===== src/rtl/bus_cmd_sequencer.sv =====
// bus_cmd_sequencer: queued command initiator replaying func/Data slots of HOLD drive
// cycles followed by GAP idle cycles. Optional bus sampling: define BUS_CAPTURE_EN.
module bus_cmd_sequencer #(
  parameter int DEPTH = 4,
  parameter int HOLD  = 3,
  parameter int GAP   = 2
) (
  input  logic       Clock,
  input  logic       reset,
  input  logic       req_valid,
  output logic       req_ready,
  input  logic [2:0] req_func,
  input  logic [7:0] req_data,
  output logic [2:0] func,
  output logic [7:0] Data,
  output logic       busy,
  output logic       done,
  output logic       err,
  input  logic [7:0] bus,
  output logic [7:0] cap_data,
  output logic       cap_valid
);

  localparam int AW    = $clog2(DEPTH);
  localparam int MAXHG = (HOLD > GAP) ? HOLD : GAP;
  localparam int CW    = $clog2(MAXHG + 1);
  localparam logic [AW:0]   FULL_COUNT = (AW + 1)'(DEPTH);
  localparam logic [CW-1:0] HOLD_LOAD  = CW'(HOLD - 1);
  localparam logic [CW-1:0] GAP_LOAD   = CW'((GAP > 0) ? GAP - 1 : 0);

  typedef enum logic [1:0] {S_IDLE, S_DRIVE, S_GAP} state_t;

  state_t        state_reg, state_next;
  logic [CW-1:0] cnt_reg, cnt_next;
  logic [2:0]    func_reg, func_next;
  logic [7:0]    data_reg, data_next;
  logic [AW-1:0] wr_ptr_reg, rd_ptr_reg;
  logic [AW:0]   count_reg;
  logic [10:0]   mem [DEPTH];
  logic [10:0]   head;
  logic          handshake, illegal, push, pop, slot_end, empty;
  logic          done_reg, err_reg;

  // Full blocks new requests even when a pop lands in the same cycle.
  assign req_ready = (count_reg != FULL_COUNT);
  assign empty     = (count_reg == '0);
  assign handshake = req_valid && req_ready;
  assign illegal   = (req_func > 3'd5);
  assign push      = handshake && !illegal;
  assign head      = mem[rd_ptr_reg];

  always_ff @(posedge Clock) begin
    if (push) mem[wr_ptr_reg] <= {req_func, req_data};
  end

  always_comb begin
    state_next = state_reg;
    cnt_next   = cnt_reg;
    func_next  = func_reg;
    data_next  = data_reg;
    pop        = 1'b0;
    slot_end   = 1'b0;
    unique case (state_reg)
      S_IDLE: begin
        if (!empty) begin
          state_next = S_DRIVE;
          cnt_next   = HOLD_LOAD;
          pop        = 1'b1;
          func_next  = head[10:8];
          data_next  = head[7:0];
        end
      end
      S_DRIVE: begin
        if (cnt_reg != '0) begin
          cnt_next = cnt_reg - 1'b1;
        end else if (GAP > 0) begin
          state_next = S_GAP;
          cnt_next   = GAP_LOAD;
          func_next  = 3'd0;
        end else begin
          slot_end = 1'b1;
          if (!empty) begin
            cnt_next  = HOLD_LOAD;
            pop       = 1'b1;
            func_next = head[10:8];
            data_next = head[7:0];
          end else begin
            state_next = S_IDLE;
            func_next  = 3'd0;
          end
        end
      end
      S_GAP: begin
        if (cnt_reg != '0) begin
          cnt_next = cnt_reg - 1'b1;
        end else begin
          slot_end = 1'b1;
          if (!empty) begin
            state_next = S_DRIVE;
            cnt_next   = HOLD_LOAD;
            pop        = 1'b1;
            func_next  = head[10:8];
            data_next  = head[7:0];
          end else begin
            state_next = S_IDLE;
          end
        end
      end
      default: state_next = S_IDLE;
    endcase
  end

  always_ff @(posedge Clock) begin
    if (!reset) begin
      state_reg  <= S_IDLE;
      cnt_reg    <= '0;
      func_reg   <= '0;
      data_reg   <= '0;
      wr_ptr_reg <= '0;
      rd_ptr_reg <= '0;
      count_reg  <= '0;
      done_reg   <= 1'b0;
      err_reg    <= 1'b0;
    end else begin
      state_reg <= state_next;
      cnt_reg   <= cnt_next;
      func_reg  <= func_next;
      data_reg  <= data_next;
      done_reg  <= slot_end;
      err_reg   <= handshake && illegal;
      if (push) wr_ptr_reg <= wr_ptr_reg + 1'b1;
      if (pop) rd_ptr_reg <= rd_ptr_reg + 1'b1;
      if (push && !pop) count_reg <= count_reg + 1'b1;
      else if (pop && !push) count_reg <= count_reg - 1'b1;
    end
  end

  assign func = func_reg;
  assign Data = data_reg;
  assign busy = (state_reg != S_IDLE) || !empty;
  assign done = done_reg;
  assign err  = err_reg;

`ifdef BUS_CAPTURE_EN
  logic [7:0] cap_data_reg;
  logic       cap_valid_reg;
  logic       cap_now;

  // Sample on the final drive cycle of a move, while the source is still enabled.
  assign cap_now = (state_reg == S_DRIVE) && (cnt_reg == '0) &&
                   ((func_reg == 3'd1) || (func_reg == 3'd2));

  always_ff @(posedge Clock) begin
    if (!reset) begin
      cap_data_reg  <= '0;
      cap_valid_reg <= 1'b0;
    end else begin
      cap_valid_reg <= cap_now;
      if (cap_now) cap_data_reg <= bus;
    end
  end

  assign cap_data  = cap_data_reg;
  assign cap_valid = cap_valid_reg;
`else
  logic unused_bus;
  assign unused_bus = ^bus;
  assign cap_data   = '0;
  assign cap_valid  = 1'b0;
`endif

endmodule


===== config.mk =====
export PLATFORM = sky130hd
export DESIGN_NAME = bus_cmd_sequencer
export DESIGN_NICKNAME = d
export VERILOG_FILES = /design/src/rtl/bus_cmd_sequencer.sv
export SDC_FILE = /design/constraint.sdc
export NUM_CORES = 1
export LEC_CHECK = 0
export BUFFER_PORTS_ARGS = -buffer_cell sky130_fd_sc_hd__buf_2
export CAP_MARGIN = 40
export CORE_UTILIZATION = 30
export DETAILED_ROUTE_END_ITERATION = 16
export SLEW_MARGIN = 20
export SYNTH_ARGS = -nofsm -noshare
export SYNTH_HDL_FRONTEND = slang
export SYNTH_SLANG_ARGS = --single-unit

===== constraint.sdc =====
create_clock -name Clock -period 6.3 [get_ports Clock]
set_clock_uncertainty 0.05 [all_clocks]
set_input_delay 1.26 -clock Clock [delete_from_list [all_inputs] [get_ports Clock]]
set_output_delay 1.26 -clock Clock [all_outputs]
set_load 0.02 [all_outputs]

==> run_results.csv, run 1 <==
group,metric,value,unit
run_status,run_status,"completed",
die,rows,36,
global_route,antenna_found_initial,0,
place,placedCellCount,378,
clock_network,hold_buffers,0,
synthesis,yosysTopAreaCell,"edfxtp_1",
timing,period_share,45.7,%
clock_network,post_cts_buffers,0,
timing,worst_slack,3.42,ns
routing,dr.pass1.iters,4,
worst_hold_path,holdPathStages,2,
setup_path,endpoint_kind,"register",
setup_path,cp_slowest_cell,"or3_2",
clock_network,htreeDepth,3,
die,ios,46,
setup_path,critPathMaxFanout,7,
global_route,globalRouteMet2Util,20.0,%
clock_network,cts_num_sinks,70,
place,gp_congestion,0.716,
cells_and_area,num-fill-cells,960,
worst_hold_path,hold_class,"reg -> reg",
die,die_y,103,um
die,core,9860,sq um
cells_and_area,top_register,"mem",
routing,via_per_inst,4.75,
synthesis,yosys_warnings,0,
routing,drt_wl_total,6.01,mm
synthesis,syn_area_per_cell,13.5,sq um
place,post-place-ws,3.07,ns
timing,hold_viol,0,
routing,drt-wirelength-per-cell,15.3,um
synthesis,synth_edf_count,44,
setup_path,reg2reg_slack,3.45,ns
cells_and_area,ff_latch_area,1840,sq um
clock_network,cts_resized,0,
setup_path,cp-start-kind,"input pin",
cells_and_area,drive_gt1_share,28.4,%
routing,drcViolationCount,0,
global_route,grt_pass1_vias,1868,
synthesis,syn_inst,228,
place,dp.final_hpwl,3.95,mm
clock_network,clk-insertion-delay-late,0.35,ns
clock_network,cts_tree,"done",
routing,drtAntennaViolNets,0,
setup_path,critPathArrivalTime,3.09,ns
timing,holdWs,0.425,ns
pwr,pwr_density_cell,417,nW/um^2
place,port-buffer-count,28,
setup_path,r2r_start,"state_reg[0]",
global_route,top_usage_layer,"met2",
setup_path,slowest_delay,0.41,ns
global_route,met3_usage,4.44,%
cells_and_area,num_antenna_cells,0,
timing,fin_setup_tns,0,ns
timing,report.final.slew_viol_count,0,
timing,worst_pin_slew,0.703,ns
global_route,grt_max_degree,31,
setup_path,r2r_cells,10,
setup_path,path_cells,"buf_2, nand2_1, and3_4, ha_1, inv_1, fa_1, xor2_1, or3_2, a21oi_1",
global_route,grt_util_all_layers,12.7,%
setup_path,crit_required,6.52,ns
routing,dr_total_vias,1870,
cells_and_area,largest_reg_flops,44,
clock_network,clk_pin_slew,0.07,ns
setup_path,path_buf_inv,2,
synthesis,seq_area_frac_synth,59.7,%
synthesis,synth_seq_cells,70,
setup_path,reg2reg_to,"count_reg[2]",
pwr,vdd_drop_max,0.135,mV
synthesis,synth_top_area_share,42.8,%
timing,grt_setup_unrepaired,"no",
global_route,grt_use_met1,16.4,%
die,die_w,103,um
setup_path,critical_path_class,"in -> reg",
cells_and_area,multi_input_area,1130,sq um
timing,min_period,2.88,ns
synthesis,synthDistinctLibCells,43,
die,start_util,31.3,%
setup_path,critical-path-top-delay-family,"simple AND/OR/NAND/NOR gates",
die,die_area,10700,sq um
global_route,grt_overflow,0,
cells_and_area,instances_no_fill,394,
synthesis,async_reset_ff_share,0,%
synthesis,netlist_area,3090,sq um
pwr,p_leak,1.30,nW
clock_network,cts_made_buffers,9,
clock_network,clockBufferDepth,2,
job,drv_cap,0,
timing,finalSetupViolations,0,
timing,max_freq,0.348,GHz
cells_and_area,finalNetCount,289,
clock_network,cts_root_buffer,"clkbuf_8",
synthesis,synthFlopType,"edfxtp_1",
synthesis,synthTopCellsByArea,"edfxtp_1 43%, dfxtp_1 17%, mux4_2 5.8%, ha_1 4.1%, nand3_1 2.6%",
routing,drt-initial-drc-count,82,
worst_hold_path,hp-start,"rd_ptr_reg[1]",
pwr,total_power,0.00146,W
timing,maxSlewHeadroom,53.1,%
cells_and_area,area.growth.synth_to_final,13.6,%
global_route,grt_pass1_wl,9.79,mm
-- per-stage QoR --
stage / instance area (sq um) / utilization (%)
floorplan: 3120 / -
global placement: 3310 / 33.5
detailed placement: 3310 / 33.5
CTS: 3510 / 35.6
global route: 3510 / 35.6
finish: 3510 / 35.6
-- report_power, final --
group          switching (W)  internal, W  total (W)
sequential         0.0000696     0.000554   0.000624
clock               0.000177     0.000186   0.000363
combinational       0.000267     0.000208   0.000475
-- final cells by class --
class,count,area share [%]
Tap cell,133,4.74
Inverter,7,0.749
Timing Repair Buffer,29,4.21
Multi-Input combinational cell,139,32.1
Sequential cell,70,52.5
Clock inverter,6,2.00
Clock buffer,10,3.64
-- cell usage in the layout (no fill, tap or decap), types with 7 or more instances in the layout --
| cell type | n |
|---|---|
| clkbuf_8 | 9 |
| nand3_1 | 16 |
| buf_2 | 28 |
| edfxtp_1 | 44 |
| mux2i_1 | 7 |
| dfxtp_1 | 26 |
| o211ai_1 | 10 |
| mux4_2 | 8 |
| nand2_1 | 14 |
| inv_1 | 7 |
| conb_1 | 9 |
| ha_1 | 10 |
| nand4_1 | 8 |
-- worst register-to-register path: stages, from the launching register on --
cell	delay, ns
dfxtp_1	0.44
inv_1	0.11
ha_1	0.30
nor3b_2	0.25
o21ai_2	0.23
ha_1	0.23
inv_1	0.06
fa_1	0.37
xor2_1	0.17
or3_2	0.41
a21oi_1	0.15
-- how the worst max path moves through the flow --
stage	cells after the start	end	start
final	9	count_reg[2]	req_func[2]
after detailed placement	9	count_reg[2]	req_func[2]
after global placement	9	count_reg[2]	req_func[2]
after CTS	10	count_reg[2]	state_reg[0]
after global routing	10	count_reg[2]	state_reg[0]
after floorplan	9	count_reg[2]	req_func[2]
-- routing by layer --
| layer | up-vias | share of wire (%) |
|---|---|---|
| li1 | 904 | - |
| met4 | 0 | 1.4 |
| met3 | 9 | 4.8 |
| met1 | 905 | 48 |
| met5 | - | 0 |
| met2 | 52 | 46 |
-- cell usage after synthesis, drive strengths merged, types with 4 or more instances --
library cell,count
o211ai,10
ha,10
nor2,5
dfxtp,26
edfxtp,44
buf,17
mux2i,7
inv,7
nand3,16
nand4,8
mux4,8
and2,4
mux2,6
nand2,14
-- cell families after synthesis --
| group | count (synthesis) | share of synthesized area, % |
|---|---|---|
| AOI/OAI and AO/OA | 31 | 7.70 |
| xor gates and xnor gates | 2 | 0.568 |
| adders and majority gates | 11 | 4.70 |
| buffers and inverters | 27 | 4.78 |
| DFF | 70 | 59.7 |
| muxes | 21 | 10.3 |
| other | 1 | 0.121 |
| and+or+nand+nor | 65 | 12.2 |
Note: power is estimated with default switching activity, not from simulation.
==> run 2, diff against run 1 <==
--- a/config.mk
+++ b/config.mk
@@ -5,6 +5,7 @@
 export SDC_FILE = /design/constraint.sdc
 export NUM_CORES = 1
 export LEC_CHECK = 0
+export ABC_AREA = 1
 export BUFFER_PORTS_ARGS = -buffer_cell sky130_fd_sc_hd__buf_2
 export CAP_MARGIN = 40
 export CORE_UTILIZATION = 30
==> constraint.sdc (replaced) <==
create_clock -name Clock -period 2.9 [get_ports Clock]
set_clock_uncertainty 0.05 [all_clocks]
set_input_delay 0.58 -clock Clock [delete_from_list [all_inputs] [get_ports Clock]]
set_output_delay 0.58 -clock Clock [all_outputs]
set_load 0.02 [all_outputs]
==> run_results.csv, run 2 <==
group,metric,value,unit
cells_and_area,final_common_cell,"nand2_1",
worst_hold_path,hp-start,"req_data[0]",
synthesis,synth.most_common_cell,"nand2_1",
place,placedCellCount,485,
global_route,grt_pass1_wl,9.58,mm
die,rows,36,
clock_network,cts_root_buffer,"clkbuf_8",
place,dp.final_hpwl,3.77,mm
synthesis,synthFlopType,"edfxtp_1",
synthesis,seq_area_frac_synth,59.2,%
timing,grt_setup_unrepaired,"no",
global_route,grt_pass1_vias,2075,
synthesis,syn_area_per_cell,9.45,sq um
timing,min_period,2.30,ns
place,gp_congestion,0.785,
cells_and_area,instances_no_fill,501,
setup_path,r2r_cells,14,
run_status,run_status,"completed",
setup_path,crit_required,3.09,ns
die,die_y,104,um
setup_path,critPathMaxFanout,6,
synthesis,synth_seq_cells,70,
cells_and_area,drive_gt1_share,15.5,%
clock_network,post_cts_buffers,0,
die,ios,46,
setup_path,r2r_start,"state_reg[0]",
synthesis,yosys-top-cells-count,"68 x nand2_1, 50 x nor2_1, 45 x inv_1, 44 x edfxtp_1, 26 x dfxtp_1",
die,start_util,31.4,%
synthesis,async_reset_ff_share,0,%
routing,drt-wirelength-per-cell,11.3,um
timing,period_share,79.2,%
setup_path,cp-start-kind,"register",
clock_network,clk_pin_slew,0.08,ns
global_route,grt_overflow,0,
routing,dr_total_vias,2109,
place,port-buffer-count,28,
global_route,grt_util_all_layers,11.4,%
timing,fin_setup_tns,0,ns
setup_path,critical_path_class,"reg -> reg",
synthesis,yosysTopAreaCell,"edfxtp_1",
worst_hold_path,whs_endpoint,"mem[0][0]",
place,placed_cell_area,3370,sq um
setup_path,endpoint_kind,"register",
cells_and_area,top_register,"mem",
setup_path,reg2reg_slack,0.60,ns
pwr,pwr_density_cell,955,nW/um^2
cells_and_area,final_cell_mix,"68 x nand2_1, 50 x nor2_1, 45 x inv_1, 44 x edfxtp_1, 28 x buf_2",
clock_network,cts_tree,"done",
pwr,vdd_drop_max,0.270,mV
synthesis,syn_inst,329,
routing,dr.pass1.iters,4,
synthesis,synthTopCellsByArea,"edfxtp_1 42%, dfxtp_1 17%, nand2_1 8.2%, nor2_1 6.0%, inv_1 5.4%",
setup_path,reg2reg_to,"count_reg[2]",
die,core,9910,sq um
timing,report.final.slew_viol_count,0,
timing,hold_viol,0,
global_route,grt_max_degree,24,
synthesis,synth_edf_count,44,
synthesis,synth_top_area_share,42.5,%
cells_and_area,finalNetCount,396,
cells_and_area,largest_reg_flops,44,
clock_network,cts_made_buffers,9,
worst_hold_path,hold_class,"in -> reg",
synthesis,yosys_warnings,0,
clock_network,clockBufferDepth,2,
cells_and_area,final_cell_area,3540,sq um
worst_hold_path,holdPathStages,1,
pwr,total_power,0.00338,W
clock_network,cts_num_sinks,70,
clock_network,hold_buffers,0,
routing,drt_wl_total,5.66,mm
synthesis,synthDistinctLibCells,24,
setup_path,critPathArrivalTime,2.49,ns
routing,drcViolationCount,0,
routing,drt-initial-drc-count,76,
clock_network,cts_resized,0,
global_route,antenna_found_initial,0,
job,drv_cap,0,
pwr,p_leak,1.54,nW
timing,max_freq,0.435,GHz
clock_network,htreeDepth,3,
synthesis,netlist_area,3110,sq um
cells_and_area,area.growth.synth_to_final,13.8,%
clock_network,clk-insertion-delay-late,0.34,ns
cells_and_area,num-fill-cells,1028,
timing,finalSetupViolations,0,
routing,drtAntennaViolNets,0,
routing,via_per_inst,4.21,
die,die_w,104,um
cells_and_area,num_antenna_cells,0,
die,die_area,10800,sq um
-- run 2: area by class of cell --
class / count / area, sq um / area share [%]
inverter: 46 / 173 / 4.88
timing repair buffer: 33 / 178 / 5.02
multi-input combinational: 203 / 1010 / 28.5
sequential: 70 / 1840 / 52.0
clock buffer: 10 / 128 / 3.61
clock inverter: 6 / 46.3 / 1.31
tap: 133 / 166 / 4.70
-- run 2: logic make-up (layout without fill, tap and decap cells) --
kind of cell | after synthesis | in the layout | share of synthesized area [%]
AOI/OAI and AO/OA | 42 | 42 | 7.08
adders and majority gates | 11 | 11 | 4.67
xor gates and xnor gates | 1 | 1 | 0.282
and+or+nand+nor | 140 | 140 | 19.3
buffers and inverters | 64 | 95 | 9.37
DFF | 70 | 70 | 59.2
other | 1 | 9 | 0.121
-- run 2: report_power, final --
group / internal, W / switching (W) / total (W)
clock: 0.000316 / 0.000381 / 0.000697
sequential: 0.00123 / 0.000105 / 0.00134
combinational: 0.000448 / 0.000900 / 0.00135
total: 0.00200 / 0.00139 / 0.00338
-- run 2: per-stage QoR --
step                      util, %  hold WS (ns)  setup WS (ns)
after floorplan                 -         0.418          0.845
after global placement       34.0         0.435          0.633
final                        35.7         0.397          0.603
after global routing         35.7         0.383          0.373
after detailed placement     34.0         0.442          0.622
after CTS                    35.7         0.380          0.591
-- run 2: worst max-delay path, stage by stage (launching register included) --
cell and delay (ns):
dfxtp_1 0.43, inv_1 0.12, ha_1 0.28, nand2_2 0.12
nand2_4 0.06, nand2_1 0.12, ha_1 0.20, inv_1 0.06
fa_1 0.35, inv_1 0.07, a21oi_1 0.05, o21ai_0 0.10
nand2_1 0.07, nand2_1 0.06, nor2_1 0.04
-- run 2: worst max path at each step --
stage	start	to	slack [ns]	cells after the start
6_report	state_reg[0]	count_reg[2]	0.60	14
5_1_grt	state_reg[0]	count_reg[2]	0.37	14
4_1_cts	state_reg[0]	count_reg[2]	0.59	14
3_5_place_dp	state_reg[0]	count_reg[2]	0.62	14
3_3_place_gp	state_reg[0]	count_reg[2]	0.63	14
2_1_floorplan	state_reg[0]	count_reg[2]	0.84	14
-- run 2: routing by layer --
layer  share of wire [%]  global-route usage, %  up-vias  routed length, um
met1                  48                   13.8      940               2710
met5                   0                      0        -                  0
met3                 5.0                   2.96        7                280
met4                 2.1                   6.84        0                116
li1                    -                      -     1110                  -
met2                  45                   18.3       52               2550
